<file path="src/rtl/branch_unit.sv">
// Program-counter and branch-resolution unit.
// Resolves B/BL/BX/RET requests against the Z/N/V flags and keeps return
// addresses on a circular hardware stack. When the stack is full, a push
// overwrites the oldest entry. Stack overflow and underflow are reported
// through sticky error flags.
module branch_unit #(
  parameter int unsigned ADDR_WIDTH   = 9,
  parameter int unsigned DATA_WIDTH   = 16,
  parameter int unsigned STACK_DEPTH  = 4,
  parameter int unsigned RESET_VECTOR = 0
) (
  input  logic                               clk,
  input  logic                               reset,
  input  logic                               pc_en,
  input  logic                               br_valid,
  input  logic [1:0]                         br_kind,
  input  logic [2:0]                         br_cond,
  input  logic [DATA_WIDTH-1:0]              sximm8,
  input  logic [DATA_WIDTH-1:0]              reg_target,
  input  logic                               Z,
  input  logic                               N,
  input  logic                               V,
  input  logic                               err_clr,
  output logic [ADDR_WIDTH-1:0]              pc,
  output logic [ADDR_WIDTH-1:0]              link_out,
  output logic                               taken,
  output logic [$clog2(STACK_DEPTH+1)-1:0]   stack_count,
  output logic                               stack_full,
  output logic                               stack_empty,
  output logic                               ovf_err,
  output logic                               unf_err
);

  localparam int unsigned CntW = $clog2(STACK_DEPTH + 1);
  localparam int unsigned PtrW = (STACK_DEPTH > 1) ? $clog2(STACK_DEPTH) : 1;

  localparam logic [1:0] KindB   = 2'b00;
  localparam logic [1:0] KindBl  = 2'b01;
  localparam logic [1:0] KindBx  = 2'b10;
  localparam logic [1:0] KindRet = 2'b11;

  logic [ADDR_WIDTH-1:0] pc_q, pc_d;
  logic [ADDR_WIDTH-1:0] link_q, link_d;
  logic                  taken_q, taken_d;
  logic [CntW-1:0]       cnt_q, cnt_d;
  logic [PtrW-1:0]       head_q, head_d;
  logic                  ovf_q, ovf_d;
  logic                  unf_q, unf_d;

  logic [ADDR_WIDTH-1:0] stack_mem [STACK_DEPTH];

  logic [ADDR_WIDTH-1:0] seq;
  logic [ADDR_WIDTH-1:0] tgt;
  logic [PtrW-1:0]       head_inc;
  logic [PtrW-1:0]       head_dec;
  logic                  cond_met;
  logic                  push;
  logic                  ovf_set;
  logic                  unf_set;
  logic                  is_full;
  logic                  is_empty;

  // Upper operand bits are intentionally dropped: addresses wrap modulo 2^ADDR_WIDTH.
  logic unused_hi;
  assign unused_hi = ^{sximm8[DATA_WIDTH-1:ADDR_WIDTH], reg_target[DATA_WIDTH-1:ADDR_WIDTH]};

  assign is_full  = (cnt_q == CntW'(STACK_DEPTH));
  assign is_empty = (cnt_q == '0);

  // Condition-code evaluation for B/BL.
  always_comb begin
    cond_met = 1'b0;
    unique case (br_cond)
      3'b000: cond_met = 1'b1;
      3'b001: cond_met = Z;
      3'b010: cond_met = ~Z;
      3'b011: cond_met = (N != V);
      3'b100: cond_met = (N != V) | Z;
      3'b101: cond_met = (N == V);
      3'b110: cond_met = (N == V) & ~Z;
      3'b111: cond_met = 1'b0;
      default: cond_met = 1'b0;
    endcase
  end

  // head_q is the next free slot; the top entry sits one below it, modulo depth.
  always_comb begin
    head_inc = (head_q == PtrW'(STACK_DEPTH - 1)) ? '0 : head_q + PtrW'(1);
    head_dec = (head_q == '0) ? PtrW'(STACK_DEPTH - 1) : head_q - PtrW'(1);
  end

  // Next-state decode: br_valid has priority over pc_en, and hold is the default.
  always_comb begin
    seq     = pc_q + ADDR_WIDTH'(1);
    tgt     = seq + sximm8[ADDR_WIDTH-1:0];
    pc_d    = pc_q;
    link_d  = link_q;
    taken_d = 1'b0;
    cnt_d   = cnt_q;
    head_d  = head_q;
    push    = 1'b0;
    ovf_set = 1'b0;
    unf_set = 1'b0;
    if (br_valid) begin
      unique case (br_kind)
        KindB: begin
          pc_d    = cond_met ? tgt : seq;
          taken_d = cond_met;
        end
        KindBl: begin
          if (cond_met) begin
            pc_d    = tgt;
            link_d  = seq;
            taken_d = 1'b1;
            push    = 1'b1;
            head_d  = head_inc;
            // A full stack keeps its count; the push lands on the oldest slot.
            if (is_full) begin
              ovf_set = 1'b1;
            end else begin
              cnt_d = cnt_q + CntW'(1);
            end
          end else begin
            pc_d = seq;
          end
        end
        KindBx: begin
          pc_d    = reg_target[ADDR_WIDTH-1:0];
          taken_d = 1'b1;
        end
        KindRet: begin
          if (!is_empty) begin
            pc_d    = stack_mem[head_dec];
            head_d  = head_dec;
            cnt_d   = cnt_q - CntW'(1);
            taken_d = 1'b1;
          end else begin
            pc_d    = seq;
            unf_set = 1'b1;
          end
        end
        default: pc_d = pc_q;
      endcase
    end else if (pc_en) begin
      pc_d = seq;
    end
    // A new error event on the same edge wins over err_clr.
    ovf_d = (ovf_q & ~err_clr) | ovf_set;
    unf_d = (unf_q & ~err_clr) | unf_set;
  end

  // Control state with synchronous active-low reset.
  always_ff @(posedge clk) begin
    if (!reset) begin
      pc_q    <= ADDR_WIDTH'(RESET_VECTOR);
      link_q  <= '0;
      taken_q <= 1'b0;
      cnt_q   <= '0;
      head_q  <= '0;
      ovf_q   <= 1'b0;
      unf_q   <= 1'b0;
    end else begin
      pc_q    <= pc_d;
      link_q  <= link_d;
      taken_q <= taken_d;
      cnt_q   <= cnt_d;
      head_q  <= head_d;
      ovf_q   <= ovf_d;
      unf_q   <= unf_d;
    end
  end

  // Return-address storage; contents are don't-care after reset.
  always_ff @(posedge clk) begin
    if (reset && push) begin
      stack_mem[head_q] <= seq;
    end
  end

  assign pc          = pc_q;
  assign link_out    = link_q;
  assign taken       = taken_q;
  assign stack_count = cnt_q;
  assign stack_full  = is_full;
  assign stack_empty = is_empty;
  assign ovf_err     = ovf_q;
  assign unf_err     = unf_q;

endmodule

</file>
<file path="config.mk">
export PLATFORM = sky130hd
export DESIGN_NAME = branch_unit
export DESIGN_NICKNAME = d
export VERILOG_FILES = /design/src/rtl/branch_unit.sv
export SDC_FILE = /design/constraint.sdc
export NUM_CORES = 1
export LEC_CHECK = 0
export ABC_AREA = 1
export CELL_PAD_IN_SITES_DETAIL_PLACEMENT = 0
export CELL_PAD_IN_SITES_GLOBAL_PLACEMENT = 1
export CORE_MARGIN = 2
export CORE_UTILIZATION = 38
export CTS_BUF_LIST = sky130_fd_sc_hd__clkbuf_4 sky130_fd_sc_hd__clkbuf_8 sky130_fd_sc_hd__clkbuf_16
export DETAILED_ROUTE_END_ITERATION = 10
export GPL_ROUTABILITY_DRIVEN = 0
export MAX_ROUTING_LAYER = met4
export PLACE_DENSITY = 0.88
export SYNTH_ARGS = -nofsm -noshare
export SYNTH_HDL_FRONTEND = slang
export SYNTH_SLANG_ARGS = --single-unit
</file>
<file path="constraint.sdc">
create_clock -name clk -period 2.73 [get_ports clk]
set_input_delay 0.546 -clock clk [delete_from_list [all_inputs] [get_ports clk]]
set_output_delay 0.546 -clock clk [all_outputs]
set_load 0.01 [all_outputs]
</file>
### After elaboration in Yosys (flattened, before gate mapping)

Memory sizes are Yosys's and may differ from the RTL's.
Index checks and enable logic that the tools add are counted.

* register bits after elaboration: 26
* latch bits: 0
* RAM bits: 36
* memory bits (read-only): 0
* input port bits: 45
* output and inout bits: 26
* memories: 1

* add/sub/neg operators: 6
* $mul: 0
* div/mod/pow operators: 0
* $lt $le $gt $ge: 0
* equal/unequal tests: 17
* shifts and indexed selects: 0
* multiplexer cells: 29
* bitwise logic cells: 8
* reductions and logical operators: 12

Memories
* stack_mem: depth 4, width 9, read ports 1, clocked after memory_dff 0, wr ports 1, RTL line 50 `logic [ADDR_WIDTH-1:0] stack_mem [STACK_DEPTH];`

Operator list (count)
* two-way mux 9 bit: 4
* case mux 9 bit (3 select lines): 1
* equality test 3 bit (second input constant): 5
* two-way mux 1 bit: 13
* adder 9 x 1 -> 9 bit (second input constant): 1
* adder 9 bit: 1
* two-way mux 3 bit: 3
* two-way mux 2 bit: 4
* case mux 1 bit (8 select lines): 1
* equality test 2 bit (second input constant): 3
* equality test 3 x 2 -> 1 bit (second input constant): 2
* zero test 3 bit: 2
* inequality test 2 bit (second input constant): 3
* case mux 3 bit (2 select lines): 1
* AND reduction 5 bit: 1
* zero test 2 bit: 2
* case mux 1 bit (4 select lines): 1
* case mux 2 bit (2 select lines): 1
* AND reduction 4 bit: 1
* nonzero test 2 bit: 2
* adder 3 x 1 -> 3 bit (second input constant): 1
* AND 1 bit: 3
* equality test 3 x 1 -> 1 bit (second input constant): 1
* bitwise OR 1 bit: 3
* other kinds (11): 12

### Longest topological paths before layout

Gate-level depths: netlist (run 1).

* depth in word-level cells: 9
* depth in mapped cells: 18

### Worst setup path before layout (run 1)

OpenSTA, ideal clock, no wires.

* path kind: reg2reg
* start: reg pc_q[0] (netlist: pc[0])
* end: reg pc_q[7] (netlist: pc[7])
* setup time: 0.056 ns
* arrival time: 2.330 ns
* setup slack: 0.345 ns
* cell stages (with the launch flop): 17
* clock period less this slack: 2.385 ns
* cell sequence: dfxtp_1 > ha_1 > nand3_1 > nor2_1 > xor2_1 > ha_1 > nand2_1 > inv_1 > a21oi_1 > nand2_1 > nand2_1 > nand2_1 > o21bai_1 > nand2_1 > nand3_1 > nand2_1 > inv_1

* cells in the longest elaborated chain, start to end: 5
* elaborated cells on any way between the ends: 7
* classes of those cells: 2 x add/sub; 5 x mux

RTL lines
* start, declared: RTL line 42 `logic [ADDR_WIDTH-1:0] pc_q, pc_d;`
* start signal, assigned: RTL line 155 `pc_q <= ADDR_WIDTH'(RESET_VECTOR);`
* start signal, assigned: RTL line 163 `pc_q <= pc_d;`
* adder 9 x 1 -> 9 bit: RTL line 94 `seq = pc_q + ADDR_WIDTH'(1);`
* via seq[6]: RTL line 52 `logic [ADDR_WIDTH-1:0] seq;`
* adder 9 bit: RTL line 95 `tgt = seq + sximm8[ADDR_WIDTH-1:0];`
* two-way mux 9 bit: RTL line 107, 111
* case mux 9 bit (3 select lines): RTL line 105 `unique case (br_kind)`
* two-way mux 9 bit: RTL line 104 `if (br_valid) begin`

The timed path passes the listed nets, and every way through them passes these cells. The select of a mux whose other input is x is not followed.
A chain may end at the register's enable or synchronous reset.

### Final worst setup path (run 1)

* start: reg pc_q[1] (netlist: pc[1])
* end: reg pc_q[7] (netlist: pc[7])

The elaborated chain is that of the path after synthesis.

==> results.ini, run 1 <==
[drt]
drc=0
vias=3204
wl_met2_um=4430
firstDrtPassIters=4
routed_wl_um=9130
top_layer=met4
routed-wl-met3_um=419
drt-met1-wl_um=4120
wl_per_cell_um=14.1
vias_per_cell=4.94
first_iter_violations=151
drtAntennaViolNets=0

[grt]
grt_pass1_wl_um=14900
grt_pass1_vias=3126
grt_use_total_pct=19.6
grt_max_degree=20
antenna_found_initial=0
grt_overflow=0

[timing]
maxSlewViolCount=0
fin_crit_sh_pct=89.3
fin_setup_tns_ps=0
tightestPinTransition_ps=388
min_period_ps=2440
hold_viol_final=0
timing.fmax_ghz=0.410
finalWorstSetupSlack_ps=293
slew_headroom_pct=74.0
rsz0062_at_grt=no
setup_violations=0
fin_skew_ps=10.1

[die]
die_w_um=101
fp-row-count=35
dieArea_um2=10200
fp.dieH_um=101
pin_count=71
core_um2=9200
start_util_pct=38.8

[worst_setup_path]
crit_path_max_fanout=8
path_buf_inv=3
cp_common_cell=nand2_1
worstPathCellList=ha_1 > nand3_1 > nor2_1 > xor2_1 > buf_4 > ha_1 > nand2_1 > inv_1 > a21oi_1 > nand2_1 > nand2_1 > nand2_1 > o21bai_1 > nand2_1 > nand3_1 > nand2_1 > inv_1
cp_slowest_cell=dfxtp_1
cp_top_family=simple AND/OR/NAND/NOR gates
end_kind=register
crit_type=register to register
cp.required_ps=3030
slowest_delay_ps=400
critPathArrivalTime_ps=2740
cp-start-kind=register

[layout]
area_delta_synth_final_pct=27.4
final_common_cell=nand2_1
seqCellArea_um2=1600
multi_input_area_um2=1670
drive_above_1_share_pct=8.92
fin_nets=594
final_cell_mix=nand2_1 (140), inv_1 (58), clkdlybuf4s50_1 (56)
antenna_cells=0
n_fill_cell=901
design_area_um2=4550

[placement]
port-buffer-count=56
dpl_cell_area_um2=4350
dpl_worst_slack_ps=110
dpl.hpwl_um=7010

[pwr]
p_per_area_nw_per_um2=532
ir_drop_v=0.000360
totalPowerFinal_mw=2.42
p_leak_nw=2.00

[clock_network]
cts_tree=done
numClockSinks=62
numCtsBuffers=9
cts_root_buf=clkbuf_8
clockBufferDepth=2
htreeDepth=3
clkLatencyLatePin_ps=340
clk_pin_slew_ps=80
post_cts_buffers=0

[synthesis]
ys_seq_area_share_pct=44.8
ys_types=32
postSynthCellCount=454
synth_nets=515
syn_area_per_cell_um2=7.87
ys_ff_latch=62
synth_warnings=0
netlist_area_um2=3570

[min_path]
min_path_type=register to register

[flow_run]
maxCapViolations=0

[run_status]
status=finished clean

[path summary, 6_finish.rpt]
path                            cells past startpoint      end  startpoint  slack [ps]
worst max-delay path                               17    pc[7]       pc[1]         290
worst min-delay path                                2  ovf_err     ovf_err         480
worst max register to register                     17    pc[7]       pc[1]         290
worst min register to register                      2  ovf_err     ovf_err         480
[flip-flops by register name, summed over array words and instances (netlist names)]
register / flops
pc: 9
taken: 1
link_out: 9
head_q: 2
stack_mem: 36
stack_count: 3
unf_err: 1
ovf_err: 1
[logic make-up (layout without fill, tap and decap cells)]
family / after synthesis / after routing / synth area share, %
AOI/OAI and AO/OA: 51 / 51 / 7.92
xor gates and xnor gates: 11 / 11 / 2.70
adders and majority gates: 16 / 16 / 6.02
buffers and inverters: 69 / 153 / 8.37
DFF: 62 / 62 / 44.8
and+or+nand+nor: 245 / 245 / 30.2
[routing by layer]
layer  vias up  GRT usage [%]
li1       1647              -
met4         0           7.28
met1      1474           24.2
met3        16           2.84
met2        67           32.5
met5         -              -
[synth_stat cells]
master | count | area [µm²]
nor2_4 | 1 | 11.3
nand3_4 | 2 | 35.0
nand3_1 | 53 | 265
nand4_1 | 8 | 50.1
edfxtp_1 | 36 | 1080
buf_6 | 1 | 11.3
buf_12 | 1 | 20.0
nand3b_1 | 5 | 37.5
a21oi_1 | 27 | 135
o21ai_1 | 6 | 30.0
inv_1 | 59 | 221
dfxtp_1 | 26 | 521
xor2_1 | 10 | 87.6
clkbuf_8 | 1 | 13.8
buf_2 | 2 | 10.0
ha_1 | 14 | 175
xnor2_1 | 1 | 8.76
nor3_4 | 1 | 16.3
o21bai_1 | 2 | 15.0
o21ai_2 | 2 | 17.5
o21ai_0 | 9 | 45.0
fa_1 | 2 | 40.0
a21oi_2 | 3 | 26.3
nand2_1 | 140 | 526
a31oi_1 | 1 | 6.26
nand2_2 | 1 | 6.26
nor2_1 | 33 | 124
buf_4 | 1 | 7.51
o211ai_1 | 1 | 7.51
clkbuf_1 | 2 | 7.51
clkinv_1 | 2 | 7.51
or2_2 | 1 | 6.26
[through the flow]
step | instances | hold slack, ps | util, %
after floorplan | 454 | 487 | -
after global placement | 633 | 462 | 47.3
after detailed placement | 633 | 483 | 47.3
after CTS | 649 | 494 | 49.5
after global routing | 649 | 530 | 49.5
final | 649 | 485 | 49.5
[worst reg2reg max path, stage by stage, from the launching register on]
cell and delay (ps):
dfxtp_1 400, ha_1 210, nand3_1 170, nor2_1 170, xor2_1 160, buf_4 180, ha_1 250, nand2_1 110
inv_1 50, a21oi_1 190, nand2_1 70, nand2_1 60, nand2_1 40, o21bai_1 120, nand2_1 60, nand3_1 70
nand2_1 50, inv_1 40
[repair_timing]
item / CTS / global route
setup endpoints to repair: 0 / 1
hold buffers: 0 / 0
gates resized for setup: 0 / 1
[power by group]
group	internal (mW)	leakage, nW	switching [mW]
Sequential	1.03	0.540	0.0258
Clock	0.422	0.0879	0.385
Combinational	0.238	1.38	0.322
[final cells by class]
class	instances	area share (%)
clock buffers	9	2.72
multi-input cells	323	36.7
well taps	111	3.05
inverters	61	5.03
clock inverters	7	1.62
flip-flops and latches	62	35.2
repair buffers	76	15.6
Power figures use the tool's default switching activity.
==> run 2, diff against run 1 <==
==> constraint.sdc (replaced) <==
create_clock -name clk -period 2.5 [get_ports clk]
set_input_delay 0.5 -clock clk [delete_from_list [all_inputs] [get_ports clk]]
set_output_delay 0.5 -clock clk [all_outputs]
set_load 0.01 [all_outputs]
==> run 2 against run 1 <==
  * Count of clock-buffer cells in the layout is the same
  * Maximum frequency up 7.3%
  * Critical path depth stayed put
  * Die area unchanged
  * Final cell count up 2.3%
  * Final area rose by 3.5%
  * Combinational power is 18% higher
  * Flip-flop and latch count unchanged
  * Utilization up 1.7 points
  * Global-route usage increased by 0.61 points
  * Sequential share of layout area fell by 1.1 points
==> results.ini, run 2 (synthesis gave the netlist of run 1 again) <==
[drt]
routed_wl_um=9460  ; +3.6%
wl_per_cell_um=14.3  ; +1.3%
firstDrtPassIters=5  ; +1
vias=3222  ; +0.56%
drtAntennaViolNets=0  ; unchanged
drc=0  ; unchanged
vias_per_cell=4.85  ; -1.7%
first_iter_violations=142  ; -6.0%

[layout]
final_common_cell=nand2_1
drive_above_1_share_pct=13.0  ; +4.1 points
antenna_cells=0  ; unchanged
largest-register=stack_mem
final_cell_mix=nand2_1 (140), inv_1 (59), clkdlybuf4s50_1 (56)
fin_nets=609  ; +2.5%
largest_register_ff_count=36  ; unchanged
area_delta_synth_final_pct=31.8
finalNonFillerCells=664  ; +2.3%
design_area_um2=4710  ; +3.5%

[grt]
grt_pass1_vias=3202  ; +2.4%
grt_pass1_wl_um=15300  ; +2.4%
antenna_found_initial=0  ; unchanged
grt_use_met3_pct=3.61  ; +0.76 points
grt_use_total_pct=20.2  ; +0.61 points
grt_overflow=0  ; unchanged
gr-usage-met1_pct=25.0  ; +0.75 points
top_usage_layer=met2
grt_max_degree=20  ; unchanged
grtUsageMet2_pct=33.3  ; +0.77 points

[placement]
post-place-cells=644  ; +1.7%
port-buffer-count=56  ; unchanged
dpl_cell_area_um2=4450  ; +2.2%
dpl_worst_slack_ps=-45.6  ; -156 ps
dpl.hpwl_um=7150  ; +1.9%

[timing]
hold_slack_ps=472  ; -13.2 ps
slew_headroom_pct=72.6  ; -1.4 points
maxSlewViolCount=0  ; unchanged
hold_viol_final=0  ; unchanged
setup_violations=0  ; unchanged
rsz0062_at_grt=yes
fin_setup_tns_ps=0  ; unchanged
finalWorstSetupSlack_ps=229  ; -63.7 ps
fin_skew_ps=10.5  ; +0.407 ps
min_period_ps=2270  ; -166 ps
timing.fmax_ghz=0.440  ; +7.3%
fin_crit_sh_pct=90.8  ; +1.6 points
tightestPinTransition_ps=410  ; +22.0 ps

[pwr]
p_per_area_nw_per_um2=556  ; +4.4%
ir_drop_v=0.000269  ; -25%
p_leak_nw=2.08  ; +3.8%
p_switching_mw=0.834  ; +14%
power_switching_share_pct=31.9  ; +1.6 points
cellInternalPower_mw=1.78  ; +5.6%
clock_power_share_pct=30.9  ; -2.4 points
seqPwrFrac_pct=43.9  ; +0.4 points
combPwrFrac_pct=25.2  ; +2.1 points

[worst_setup_path]
end_kind=register
crit_path_max_fanout=4  ; -4
crit_type=register to register
cp.required_ps=2770  ; -260 ps
r2r_setup_slack_ps=230  ; -60 ps
critPathArrivalTime_ps=2550  ; -190 ps
cp-start-kind=register

[die]
pin_count=71  ; unchanged
core_um2=9200  ; unchanged
fp.dieH_um=101  ; unchanged
fp-row-count=35  ; unchanged
dieArea_um2=10200  ; unchanged
die_w_um=101  ; unchanged
start_util_pct=38.8  ; unchanged

[clock_network]
htreeDepth=3  ; unchanged
clockBufferDepth=2  ; unchanged
clk_pin_slew_ps=80  ; about the same
clkLatencyLatePin_ps=350  ; about the same
cts_tree=done
holdBufCountCts=0  ; unchanged
numCtsBuffers=9  ; unchanged
cts_root_buf=clkbuf_8
numClockSinks=62  ; unchanged

[run_status]
status=finished clean

[min_path]
min_path_type=register to register

[flow_run]
maxCapViolations=0  ; unchanged

-- run 2: timing repair --
action	4_1_cts	5_1_grt
resized for setup	1	9
pin swaps	0	1
gates cloned	0	0
setup endpoints to repair	2	3
setup buffers	0	4
-- run 2: power groups by stage --
stage	Combinational, mW	Sequential [mW]	Clock [mW]
after global routing	0.739	1.15	0.870
final	0.659	1.15	0.809
after CTS	0.641	1.15	0.822
after detailed placement	0.636	1.17	0
after global placement	0.626	1.17	0
after floorplan	0.357	1.18	0
-- run 2: worst paths after layout --
check,start,endpoint,cells after the start
max,pc[1],pc[8],17
min,unf_err,unf_err,2
max reg2reg,pc[1],pc[8],17
min reg2reg,unf_err,unf_err,2
-- run 2: metrics by stage --
step           power, mW  utilization [%]
2_1_floorplan       1.54                -
6_report            2.62             51.2
4_1_cts             2.61             50.4
3_3_place_gp        1.80             48.4
3_5_place_dp        1.81             48.4
5_1_grt             2.76             51.2
-- run 2: cell type report --
cell class | count | area [µm²]
Clock buffer | 9 | 124
Timing Repair Buffer | 91 | 836
Sequential cell | 62 | 1600
Fill cell | 886 | 4490
Clock inverter | 7 | 57.6
Inverter | 61 | 229
Multi-Input combinational cell | 323 | 1720
Tap cell | 111 | 139
-- run 2: layer usage --
metal	up-vias	share of wire, %	routed length (µm)
met5	-	0	0
met4	0	1.5	145
met2	66	49	4640
met1	1473	46	4360
met3	12	3.3	310
li1	1671	-	-
-- run 2: critical path: stages (launching register included) --
cell     delay (ps)
dfxtp_2         360
nand3_1         130
nor2_2          140
nand4_1         160
xor2_2          210
inv_1            80
ha_1            320
nand2_1         110
inv_1            50
nand2_1          60
nand2_1          70
a21oi_2         130
inv_1            50
nand2_1          60
nand3_1          60
nand2_1          60
nand2_1          50
a21oi_1         120
